`config.mk`:
```
export PLATFORM = sky130hd
export DESIGN_NAME = instruction_encoder
export DESIGN_NICKNAME = d
export VERILOG_FILES = /design/src/rtl/instruction_encoder.sv
export SDC_FILE = /design/constraint.sdc
export NUM_CORES = 1
export LEC_CHECK = 0
export ABC_AREA = 1
export BUFFER_PORTS_ARGS = -buffer_cell sky130_fd_sc_hd__buf_4
export CAP_MARGIN = 30
export CELL_PAD_IN_SITES_DETAIL_PLACEMENT = 1
export CELL_PAD_IN_SITES_GLOBAL_PLACEMENT = 1
export CORE_UTILIZATION = 38
export CTS_BUF_LIST = sky130_fd_sc_hd__clkbuf_16
export CTS_CLUSTER_SIZE = 8
export DETAILED_ROUTE_END_ITERATION = 10
export GPL_ROUTABILITY_DRIVEN = 0
export GPL_TIMING_DRIVEN = 0
export PLACE_DENSITY_LB_ADDON = 0.1
export SETUP_SLACK_MARGIN = 0.3
export SYNTH_ARGS = -nofsm -noshare
export SYNTH_HDL_FRONTEND = slang
export SYNTH_SLANG_ARGS = --single-unit
```
`constraint.sdc`:
```
create_clock -name clk -period 2.8 [get_ports clk]
set_clock_uncertainty 0.1 [all_clocks]
set_input_delay 0.28 -clock clk [delete_from_list [all_inputs] [get_ports clk]]
set_output_delay 0.28 -clock clk [all_outputs]
set_load 0.03 [all_outputs]
```
`src/rtl/instruction_encoder.sv`:
```
// RV32I field-bundle to instruction-word encoder: one registered stage with valid/ready,
// a running instruction-memory address and a sticky illegal-bundle flag.
// Optional macro IMM_RANGE_CHECK_EN: out-of-range immediates are rejected instead of truncated.
module instruction_encoder #(
  parameter logic [31:0] BASE_ADDR = 32'h0000_0000,
  parameter int          CNT_W     = 16
) (
  input  logic             clk,
  input  logic             rst,
  input  logic             in_valid,
  output logic             in_ready,
  input  logic [3:0]       op_class,
  input  logic [2:0]       funct3,
  input  logic             alt,
  input  logic [4:0]       rd,
  input  logic [4:0]       rs1,
  input  logic [4:0]       rs2,
  input  logic [31:0]      imm,
  input  logic             addr_load,
  input  logic [31:0]      addr_value,
  output logic             out_valid,
  input  logic             out_ready,
  output logic [31:0]      instr_word,
  output logic [31:0]      instr_addr,
  output logic             err,
  output logic [CNT_W-1:0] count
);

  localparam logic [3:0] C_LUI   = 4'd0;
  localparam logic [3:0] C_AUIPC = 4'd1;
  localparam logic [3:0] C_JAL   = 4'd2;
  localparam logic [3:0] C_JALR  = 4'd3;
  localparam logic [3:0] C_BR    = 4'd4;
  localparam logic [3:0] C_LOAD  = 4'd5;
  localparam logic [3:0] C_STORE = 4'd6;
  localparam logic [3:0] C_OPIMM = 4'd7;
  localparam logic [3:0] C_OP    = 4'd8;

  localparam logic [31:0] NOP_WORD = 32'h0000_0013;

  // Handshake: a side transfers on the rising clk edge where its valid and ready are both 1.
  // in_ready only depends on out_valid/out_ready, so a full pipe still accepts when drained.
  logic        in_xfer, out_xfer;
  logic [31:0] enc_word;
  logic        illegal;
  logic        is_shift;
  logic [6:0]  funct7;
  logic [31:0] addr_ctr;
  logic [31:0] addr_base;

  assign in_ready  = !out_valid || out_ready;
  assign in_xfer   = in_valid && in_ready;
  assign out_xfer  = out_valid && out_ready;
  assign addr_base = addr_load ? addr_value : addr_ctr;

`ifdef IMM_RANGE_CHECK_EN
  logic fits_12, fits_13, fits_21;
  assign fits_12 = (imm[31:11] == {21{imm[11]}});
  assign fits_13 = (imm[31:12] == {20{imm[12]}});
  assign fits_21 = (imm[31:20] == {12{imm[20]}});
`endif

  always_comb begin
    enc_word = '0;
    illegal  = 1'b0;
    is_shift = (op_class == C_OPIMM) && (funct3 == 3'b001 || funct3 == 3'b101);
    funct7   = alt ? 7'b0100000 : 7'b0000000;
    case (op_class)
      C_LUI:   enc_word = {imm[31:12], rd, 7'b0110111};
      C_AUIPC: enc_word = {imm[31:12], rd, 7'b0010111};
      C_JAL:   enc_word = {imm[20], imm[10:1], imm[11], imm[19:12], rd, 7'b1101111};
      C_JALR:  enc_word = {imm[11:0], rs1, 3'b000, rd, 7'b1100111};
      C_BR: begin
        enc_word = {imm[12], imm[10:5], rs2, rs1, funct3, imm[4:1], imm[11], 7'b1100011};
        if (funct3 == 3'b010 || funct3 == 3'b011) illegal = 1'b1;
      end
      C_LOAD: begin
        enc_word = {imm[11:0], rs1, funct3, rd, 7'b0000011};
        if (funct3 == 3'b011 || funct3 == 3'b110 || funct3 == 3'b111) illegal = 1'b1;
      end
      C_STORE: begin
        enc_word = {imm[11:5], rs2, rs1, funct3, imm[4:0], 7'b0100011};
        if (funct3 > 3'b010) illegal = 1'b1;
      end
      C_OPIMM: begin
        if (is_shift) enc_word = {funct7, imm[4:0], rs1, funct3, rd, 7'b0010011};
        else          enc_word = {imm[11:0], rs1, funct3, rd, 7'b0010011};
      end
      C_OP:    enc_word = {funct7, rs2, rs1, funct3, rd, 7'b0110011};
      default: illegal = 1'b1;
    endcase
    // alt is only meaningful for sub/sra (OP) and srai (OPIMM)
    if (alt && !((op_class == C_OP && (funct3 == 3'b000 || funct3 == 3'b101)) ||
                 (op_class == C_OPIMM && funct3 == 3'b101)))
      illegal = 1'b1;
`ifdef IMM_RANGE_CHECK_EN
    case (op_class)
      C_LUI, C_AUIPC: if (imm[11:0] != 12'd0) illegal = 1'b1;
      C_JAL:          if (!fits_21 || imm[0]) illegal = 1'b1;
      C_BR:           if (!fits_13 || imm[0]) illegal = 1'b1;
      C_JALR, C_LOAD, C_STORE: if (!fits_12) illegal = 1'b1;
      C_OPIMM: begin
        if (is_shift) begin
          if (imm[31:5] != 27'd0) illegal = 1'b1;
        end else if (!fits_12) begin
          illegal = 1'b1;
        end
      end
      default: ;
    endcase
`endif
    if (illegal) enc_word = NOP_WORD;
  end

  always_ff @(posedge clk) begin
    if (rst) begin
      out_valid  <= 1'b0;
      instr_word <= '0;
      instr_addr <= BASE_ADDR;
      addr_ctr   <= BASE_ADDR;
      err        <= 1'b0;
      count      <= '0;
    end else begin
      if (in_xfer) begin
        out_valid  <= 1'b1;
        instr_word <= enc_word;
        instr_addr <= addr_base;
        addr_ctr   <= addr_base + 32'd4;
        if (illegal) err <= 1'b1;
      end else begin
        if (out_xfer)  out_valid <= 1'b0;
        if (addr_load) addr_ctr  <= addr_value;
      end
      if (out_xfer && count != '1) count <= count + 1'b1;
    end
  end

endmodule

```
Word-level counts from Yosys, hierarchy flattened
Cells that the tools add are included.
- memory bits (read-only): 0
- register bits after elaboration: 114
- output and inout bits: 83
- memories kept: 0
- latch bits: 0
- bits of input ports: 92
- bits in writable memories: 0
- word-level logic and storage cells: 58
- add/sub/neg operators: 2
- div/mod/pow operators: 0
- shift-type cells: 0
- reduce and logical (&&, ||, !) cells: 21
- muxes and demuxes: 13
- bitwise logic cells: 0
- eq/ne operators: 15
- $mul: 0
- $lt $le $gt $ge: 1
- operator list (kind ; number):
    $pmux 32 s9 ; 1
    $mux 32 ; 4
    $add 32x3->32 const B ; 1
    $add 16x1->16 const B ; 1
    $eq 4x3->1 const B ; 4
    $ne 16x16->1 const B ; 1
    $eq 3x3->1 const B ; 3
    $eq 4x2->1 const B ; 2
    $logic_and 1x1->1 ; 7
    $logic_or 1x1->1 ; 7
    $eq 3x2->1 const B ; 2
    $mux 1 ; 6
    $mux 6 ; 1
    $reduce_or 6->1 ; 1
    $eq 4x1->1 const B ; 1
    $eq 4x4->1 const B ; 1
    $logic_not 4->1 ; 1
    $pmux 1 s4 ; 1
    $eq 3x1->1 const B ; 1
    $gt 3x2->1 const B ; 1
    $logic_not 3->1 ; 1
    $logic_not 1->1 ; 2
    $reduce_and 2->1 ; 1
    $reduce_bool 2->1 ; 1

Depth between registers and ports, before layout
Gate-level depths: netlist of the first run.
- depth in word-level cells: 8
- mapped depth: 13
- gate-level depth less buffers: 13

Worst setup path before layout of the first run
No wires, ideal clock.
- kind: register to register
- start point: register count[0]
- end point: register count[12]
- buffers on the path: 1
- setup time: 0.113 ns
- period minus slack after synthesis: 2.038 ns
- arrival time: 1.825 ns
- stages on the path, launching flop included: 12
- required time: 2.587 ns
- setup slack: 0.762 ns
- cells stage by stage: dfxtp_1 -> ha_1 -> nand2_1 -> nor3_2 -> nand2_2 -> nor2_2 -> a21oi_1 -> buf_2 -> nand2_1 -> nand2_1 -> nand2_1 -> nor2_1
- longest elaborated chain between the ends: 2
- elaborated cells on any way between the ends: 3
- classes of those cells: add/sub: 1; eq/ne: 1; reduce/logical: 1
- RTL lines (what ; RTL line ; source):
    start, declared ; 26 ; output logic [CNT_W-1:0] count
    start signal, assigned ; 134 ; if (out_xfer && count != '1) count <= count + 1'b1;
    branches (longest 2 deep; another with $add 16x1->16) ; -- ;
Several ways; the timed one is not identified.
A chain may end at the register's enable or synchronous reset.

Worst setup path after layout of the first run
- start point: register count[0]
- end point: register count[14]
Same word-level chain as after synthesis.

==> results.json, run 1 <==
{
  "final_layout_size_suffix_gt1_frac": 0.238,
  "synth_top_area_share": 0.387,
  "drc": 0,
  "clockBufferDepth": 2,
  "insertion_delay_ns": 0.43,
  "use_met2": 0.500,
  "synth_most_common_cell": "nand2_1",
  "ant_nets": 0,
  "place_inst": 1263,
  "grt_overflow": 0,
  "status": "finished clean",
  "crit_type": "flop to flop",
  "power_leakage_nw": 3.72,
  "critPathLaunchType": "flop",
  "vias": 6590,
  "post_dp_cell_area_um2": 7370,
  "cap_violations": 0,
  "dp_slack_ns": 0.370,
  "tightest_slew_ns": 0.785,
  "synthesis.area_um2": 5840,
  "drv_slew": 0,
  "period_minus_slack_ns": 2.27,
  "met1_usage": 0.321,
  "use_met3": 0.0752,
  "clkTransAtPathRegs_ns": 0.06,
  "syn_nets": 1000,
  "critPathCaptureType": "flop",
  "htreeDepth": 4,
  "track_usage": 0.281,
  "fin_cells": 1295,
  "hpwl_mm": 16.4,
  "multi_input_area_um2": 3090,
  "clock.fmax_mhz": 441,
  "avgSynthCellArea_um2": 6.45,
  "total_power_mw": 4.86,
  "async_reset_ff_frac": 0,
  "whs_ns": 0.0345,
  "seq_area_frac_synth": 0.387,
  "synth.distinct_cells": 34,
  "hp-class": "input pin to flop",
  "rows": 44,
  "io_pins": 175,
  "grt_pass1_wl_mm": 34.6,
  "grt_pass1_vias": 6677,
  "fp.dieH_um": 126,
  "area_growth_pct": 37.3,
  "maxSlewHeadroom": 0.477,
  "seq_area_um2": 2260,
  "fillers": 2019,
  "cts_sinks": 113,
  "worstPathArrival_ns": 2.50,
  "dieWidth_um": 126,
  "critPathMaxFanout": 10,
  "ir_drop_uv": 463,
  "crit_chain": "ha_1 > nand2_1 > nor3_4 > nand2_2 > nor2_2 > a21oi_1 > inv_2 > buf_4 > nand2_1 > a21oi_1",
  "grt_max_degree": 17,
  "rsz0062_at_grt": "false",
  "hold_viol": 0,
  "routed_via_density": 5.09,
  "yosys_warnings": 0,
  "crit_required_ns": 3.04,
  "utilization": 0.544,
  "power_density_nw_per_um2": 606,
  "port_buffers": 173,
  "path_buf_inv": 2,
  "syn_inst": 906,
  "crit_slowest_cell": "dfxtp_1",
  "numCtsBuffers": 17,
  "wl_mm": 21.7,
  "n_antenna_cell": 0,
  "wl_per_cell_um": 16.7,
  "min_period_over_period": 0.810,
  "final_cell_area_um2": 8020,
  "coreArea_um2": 14800,
  "synth_seq_cells": 113,
  "setup_viol": 0,
  "nNetsFinal": 1192,
  "top_usage_layer": "met2",
  "yosys-top-cells-area": "dfxtp_1 39%, nand2_1 20%, a21oi_1 6.4%",
  "synth_commonest_cells": "307 x nand2_1, 113 x dfxtp_1, 100 x nor2_1, 75 x a21oi_1, 71 x inv_1",
  "initial_core_util": 0.396,
  "antenna_found_initial": 0,
  "crit_family": "simple AND/OR/NAND/NOR gates",
  "clockRootBuffer": "clkbuf_16",
  "finalSetupTns_ns": 0,
  "synth_edf_count": 0,
  "first_iter_violations": 297,
  "synth_area_leader_cell": "dfxtp_1",
  "cts_tree": "done",
  "dieArea_um2": 15900,
  "dr.pass1.iters": 4,
  "setup_ws_ns": 0.532,
  "critPathMaxStageDelay_ns": 0.50,
  "synth_ff_type": "dfxtp_1"
}
## flip-flops by register name, indices dropped and copies added, names as in the netlist
| name | cells |
|---|---|
| instr_addr | 32 |
| instr_word | 31 |
| out_valid | 1 |
| err | 1 |
| count | 16 |
| addr_ctr | 32 |
## report_power, final
group / switching (mW) / internal (mW)
Clock: 0.813 / 1.57
Sequential: 0.0410 / 1.69
Combinational: 0.480 / 0.272
Total: 1.33 / 3.53
## layer usage
layer | routed length [µm] | part of all wire
met1 | 8970 | 0.41
met2 | 10900 | 0.51
met3 | 1180 | 0.055
met4 | 571 | 0.026
met5 | 0 | 0
## worst reg2reg max path, cell delays in order (launching register included)
cell and delay [ns]:
dfxtp_1 0.50, ha_1 0.27, nand2_1 0.12, nor3_4 0.31, nand2_2 0.12, nor2_2 0.11
a21oi_1 0.11, inv_2 0.07, buf_4 0.17, nand2_1 0.10, a21oi_1 0.20
## area by class of cell
cell class	count	share of cell area
Clock buffer	17	0.0530
Inverter	78	0.0365
Timing Repair Buffer	173	0.162
Tap cell	184	0.0287
Sequential cell	113	0.282
Buffer	39	0.0260
Multi-Input combinational cell	676	0.385
Clock inverter	15	0.0270
## cell families after synthesis
logic type,count (synthesis),synth area share
fa+ha+maj,2,0.00428
buf+inv,117,0.0859
simple gates,514,0.367
mux,3,0.00514
xor+xnor,9,0.0135
flops,113,0.387
compound gates,148,0.137
## worst paths after layout
path	start	end	slack [ns]	cells past startpoint
worst min register to register	instr_word[19]	instr_word[19]	0.37	2
worst min-delay path	addr_value[1]	addr_ctr[1]	0.03	3
worst max register to register	count[0]	count[14]	0.53	10
worst max-delay path	count[0]	count[14]	0.53	10
## repair_timing
action | in CTS | in global routing
endpoints found under the setup margin | 0 | 1
buffers inserted | 0 | 0
gates resized for setup | 0 | 1
hold buffers | 0 | 0
## cell usage in the layout, fill, tap and decap left out, types with 3 or more instances in the layout
| cell | count |
|---|---|
| clkinv_2 | 5 |
| buf_4 | 181 |
| o21ai_0 | 39 |
| a21oi_1 | 75 |
| o21ai_1 | 9 |
| clkinv_4 | 3 |
| nand4_1 | 15 |
| nor3_1 | 11 |
| nand3_1 | 46 |
| nor2_1 | 100 |
| xnor2_1 | 5 |
| bufinv_16 | 5 |
| a32o_1 | 3 |
| xor2_1 | 4 |
| a211oi_1 | 11 |
| a31oi_1 | 8 |
| inv_2 | 7 |
| dfxtp_1 | 113 |
| mux2i_1 | 3 |
| clkbuf_16 | 17 |
| buf_6 | 3 |
| clkbuf_1 | 20 |
| nor2_2 | 17 |
| buf_2 | 8 |
| nand2_1 | 307 |
| inv_1 | 71 |
| nand2_2 | 11 |
Power figures use the tool's default switching activity.
==> inputs of run 2 (changes only) <==
--- a/config.mk
+++ b/config.mk
@@ -5,12 +5,12 @@
 export SDC_FILE = /design/constraint.sdc
 export NUM_CORES = 1
 export LEC_CHECK = 0
-export ABC_AREA = 1
+export ABC_AREA = 0
 export BUFFER_PORTS_ARGS = -buffer_cell sky130_fd_sc_hd__buf_4
 export CAP_MARGIN = 30
 export CELL_PAD_IN_SITES_DETAIL_PLACEMENT = 1
 export CELL_PAD_IN_SITES_GLOBAL_PLACEMENT = 1
-export CORE_UTILIZATION = 38
+export CORE_UTILIZATION = 34
 export CTS_BUF_LIST = sky130_fd_sc_hd__clkbuf_16
 export CTS_CLUSTER_SIZE = 8
 export DETAILED_ROUTE_END_ITERATION = 10
==> constraint.sdc (replaced) <==
create_clock -name clk -period 2.07 [get_ports clk]
set_clock_uncertainty 0.1 [all_clocks]
set_input_delay 0.207 -clock clk [delete_from_list [all_inputs] [get_ports clk]]
set_output_delay 0.207 -clock clk [all_outputs]
set_load 0.03 [all_outputs]
==> run 2 against run 1 <==
- the flow now finishes with violations (hold timing, setup timing)
- sequential share of layout area decreased by 3.0 points
- total power increased by 35%
- flip-flop and latch count unchanged
- clock power increased by 28%
- wire length increased by 8.9%
- synthesized area about the same
- global-route usage decreased by 2.7 points
- clock-buffer cell count unchanged
- final cell count decreased by 11%
- utilization about the same
==> results.json, run 2 <==
{
  "crit_chain": "buf_8 > buf_8 > buf_8 > buf_12 > buf_12 > buf_12 > buf_12 > mux2i_4 > inv_2 > ha_4 > inv_4 > a2111oi_4 > nand4b_4 > buf_12 > buf_8 > nor3_2 > nor3_2",
  "cts_sinks": 113,
  "hold_viol": 1,
  "setup_viol": 15,
  "power_density_nw_per_um2": 726,
  "insertion_delay_ns": 0.42,
  "crit_slowest_cell": "a2111oi_4",
  "ant_nets": 0,
  "hp-class": "input pin to flop",
  "dp_slack_ns": -1.24,
  "min_period_over_period": 1.16,
  "syn_nets": 783,
  "dieArea_um2": 17700,
  "cp_common_cell": "buf_12",
  "area_growth_pct": 55.4,
  "r2r-start": "addr_ctr[2]",
  "clockBufferDepth": 2,
  "syn_inst": 689,
  "grt_pass1_vias": 6642,
  "io_pins": 175,
  "critPathCaptureType": "flop",
  "synth_ff_type": "dfxtp_1",
  "cap_violations": 0,
  "synth_top_area_share": 0.387,
  "drv_slew": 0,
  "internal-power_mw": 4.78,
  "wl_per_cell_um": 20.4,
  "clockRootBuffer": "clkbuf_16",
  "final_layout_size_suffix_gt1_frac": 0.379,
  "crit_required_ns": 2.24,
  "yosys_warnings": 0,
  "top_regs": "addr_ctr: 32 flops, instr_addr: 32 flops, instr_word: 31 flops",
  "synth_edf_count": 0,
  "dr.pass1.iters": 4,
  "final_common_cell": "buf_4",
  "vias": 6424,
  "grt_pass1_wl_mm": 35.1,
  "grt_max_degree": 17,
  "track_usage": 0.255,
  "cts_tree": "done",
  "whs_ns": -0.00155,
  "power_leakage_nw": 3.76,
  "crit_type": "input pin to flop",
  "critPathLaunchType": "input pin",
  "synth_most_common_cell": "dfxtp_1",
  "antenna_found_initial": 0,
  "worstPathArrival_ns": 2.57,
  "synth_area_leader_cell": "dfxtp_1",
  "most-common-layout-cells": "199 x buf_4, 96 x dfxtp_1, 78 x nor2_1",
  "fp.dieH_um": 133,
  "synth.distinct_cells": 71,
  "synthesis.area_um2": 5840,
  "async_reset_ff_frac": 0,
  "critPathMaxStageDelay_ns": 0.40,
  "tightest_slew_ns": 0.991,
  "n_antenna_cell": 0,
  "first_iter_violations": 338,
  "setup_ws_ns": -0.333,
  "hpwl_mm": 15.9,
  "total_power_mw": 6.59,
  "port_buffers": 172,
  "synth_commonest_cells": "113 x dfxtp_1, 82 x nor2_1, 51 x nand2_1, 36 x o21ai_0, 35 x clkbuf_1",
  "finalSetupTns_ns": -2.74,
  "initial_core_util": 0.350,
  "min_from": "rs2[2]",
  "swShare": 0.275,
  "synth_seq_cells": 113,
  "clock.fmax_mhz": 416,
  "violations": "hold timing, setup timing",
  "dieWidth_um": 133,
  "yosys-top-cells-area": "dfxtp_1 39%, mux2i_1 5.3%, nor2_1 5.3%",
  "wl_mm": 23.6,
  "numCtsBuffers": 17,
  "p_comb_frac": 0.181,
  "nNetsFinal": 1021,
  "avgSynthCellArea_um2": 8.48,
  "status": "finished with violations",
  "coreArea_um2": 16700,
  "maxSlewHeadroom": 0.334,
  "period_minus_slack_ns": 2.40,
  "rsz0062_at_grt": "true",
  "critPathMaxFanout": 8,
  "p_switching_mw": 1.81,
  "ir_drop_uv": 555,
  "clkTransAtPathRegs_ns": 0.06,
  "power_frac_seq": 0.357,
  "drc": 0,
  "startpoint": "addr_load",
  "rows": 47,
  "htreeDepth": 4,
  "power_frac_clock": 0.461,
  "routed_via_density": 5.54,
  "seq_area_frac_synth": 0.387,
  "grt_overflow": 0
}
-- run 2: cell types whose count changed after synthesis, sizes merged, moves of 15 or more --
cell and change:
nor3 +19, a2bb2oi +15, clkbuf +16, xnor2 +18, inv -68, nand3 -29, nor2 -35, a211oi +23
mux2i +28, a21oi -45, nor2b +21, a22oi +16, nand2 -267
-- run 2: layout make-up --
type	count	area (µm²)
fillers	1943	7620
multi-input cells	515	3740
flip-flops and latches	113	2290
repair buffers	219	1740
clock buffers	17	425
plain buffers	50	389
well taps	220	275
clock inverters	14	175
inverters	11	46.3
-- run 2: logic make-up (layout without fill, tap and decap cells) --
kind of cell / after synthesis / after routing / synth area share
compound gates: 186 / 186 / 0.230
xor+xnor: 24 / 24 / 0.0360
fa+ha+maj: 2 / 2 / 0.00428
buf+inv: 61 / 311 / 0.0501
flops: 113 / 113 / 0.387
mux: 35 / 35 / 0.0608
simple gates: 268 / 268 / 0.231
-- run 2: worst max-delay path: cells and delay by family --
family / cells / cell delay (ns)
AND/OR/NAND/NOR: 3 / 0.42
multiplexers: 1 / 0.18
AO/OA/AOI/OAI: 1 / 0.40
adder cells (fa/ha/maj): 1 / 0.14
buffers and inverters: 11 / 1.24
-- run 2: metal layers --
metal / vias to the layer above / GRT usage / part of all wire
li1: 3015 / - / -
met1: 3165 / 0.292 / 0.40
met2: 204 / 0.458 / 0.52
met3: 40 / 0.0609 / 0.058
met4: 0 / 0.0907 / 0.027
met5: - / 0 / 0
-- run 2: path summary, 6_finish.rpt --
path / slack [ns] / end / cells after the start
hold / removal: -0.002 / instr_word[22] / 3
setup reg to reg: -0.08 / addr_ctr[16] / 9
setup / recovery: -0.33 / addr_ctr[16] / 17
hold reg to reg: 0.36 / instr_word[5] / 2
-- run 2: power groups by stage --
stage / Clock, mW / Sequential, mW / Combinational (mW)
after floorplan: 0 / 2.51 / 0.489
after global placement: 0 / 2.39 / 1.02
after detailed placement: 0 / 2.39 / 1.05
after CTS: 3.06 / 2.35 / 1.14
after global routing: 3.17 / 2.37 / 1.27
final: 3.04 / 2.36 / 1.20
-- run 2: per-stage QoR --
| stage | utilization | hold slack (ns) | instances | instance area, µm² |
|---|---|---|---|---|
| after floorplan | - | 0.268 | 689 | 6000 |
| after global placement | 0.453 | 0.341 | 1081 | 7560 |
| after detailed placement | 0.453 | 0.352 | 1081 | 7560 |
| after CTS | 0.525 | 0.000741 | 1151 | 8770 |
| after global routing | 0.544 | 0.00915 | 1159 | 9080 |
| final | 0.544 | -0.00155 | 1159 | 9080 |
-- run 2: what timing repair did --
action / 4_1_cts / 5_1_grt
pin swaps: 15 / 23
hold endpoints to repair: 12 / 0
hold buffers: 14 / 0
cloned: 2 / 0
setup endpoints to repair: 102 / 96
setup buffers: 23 / 8
resized for setup: 65 / 81
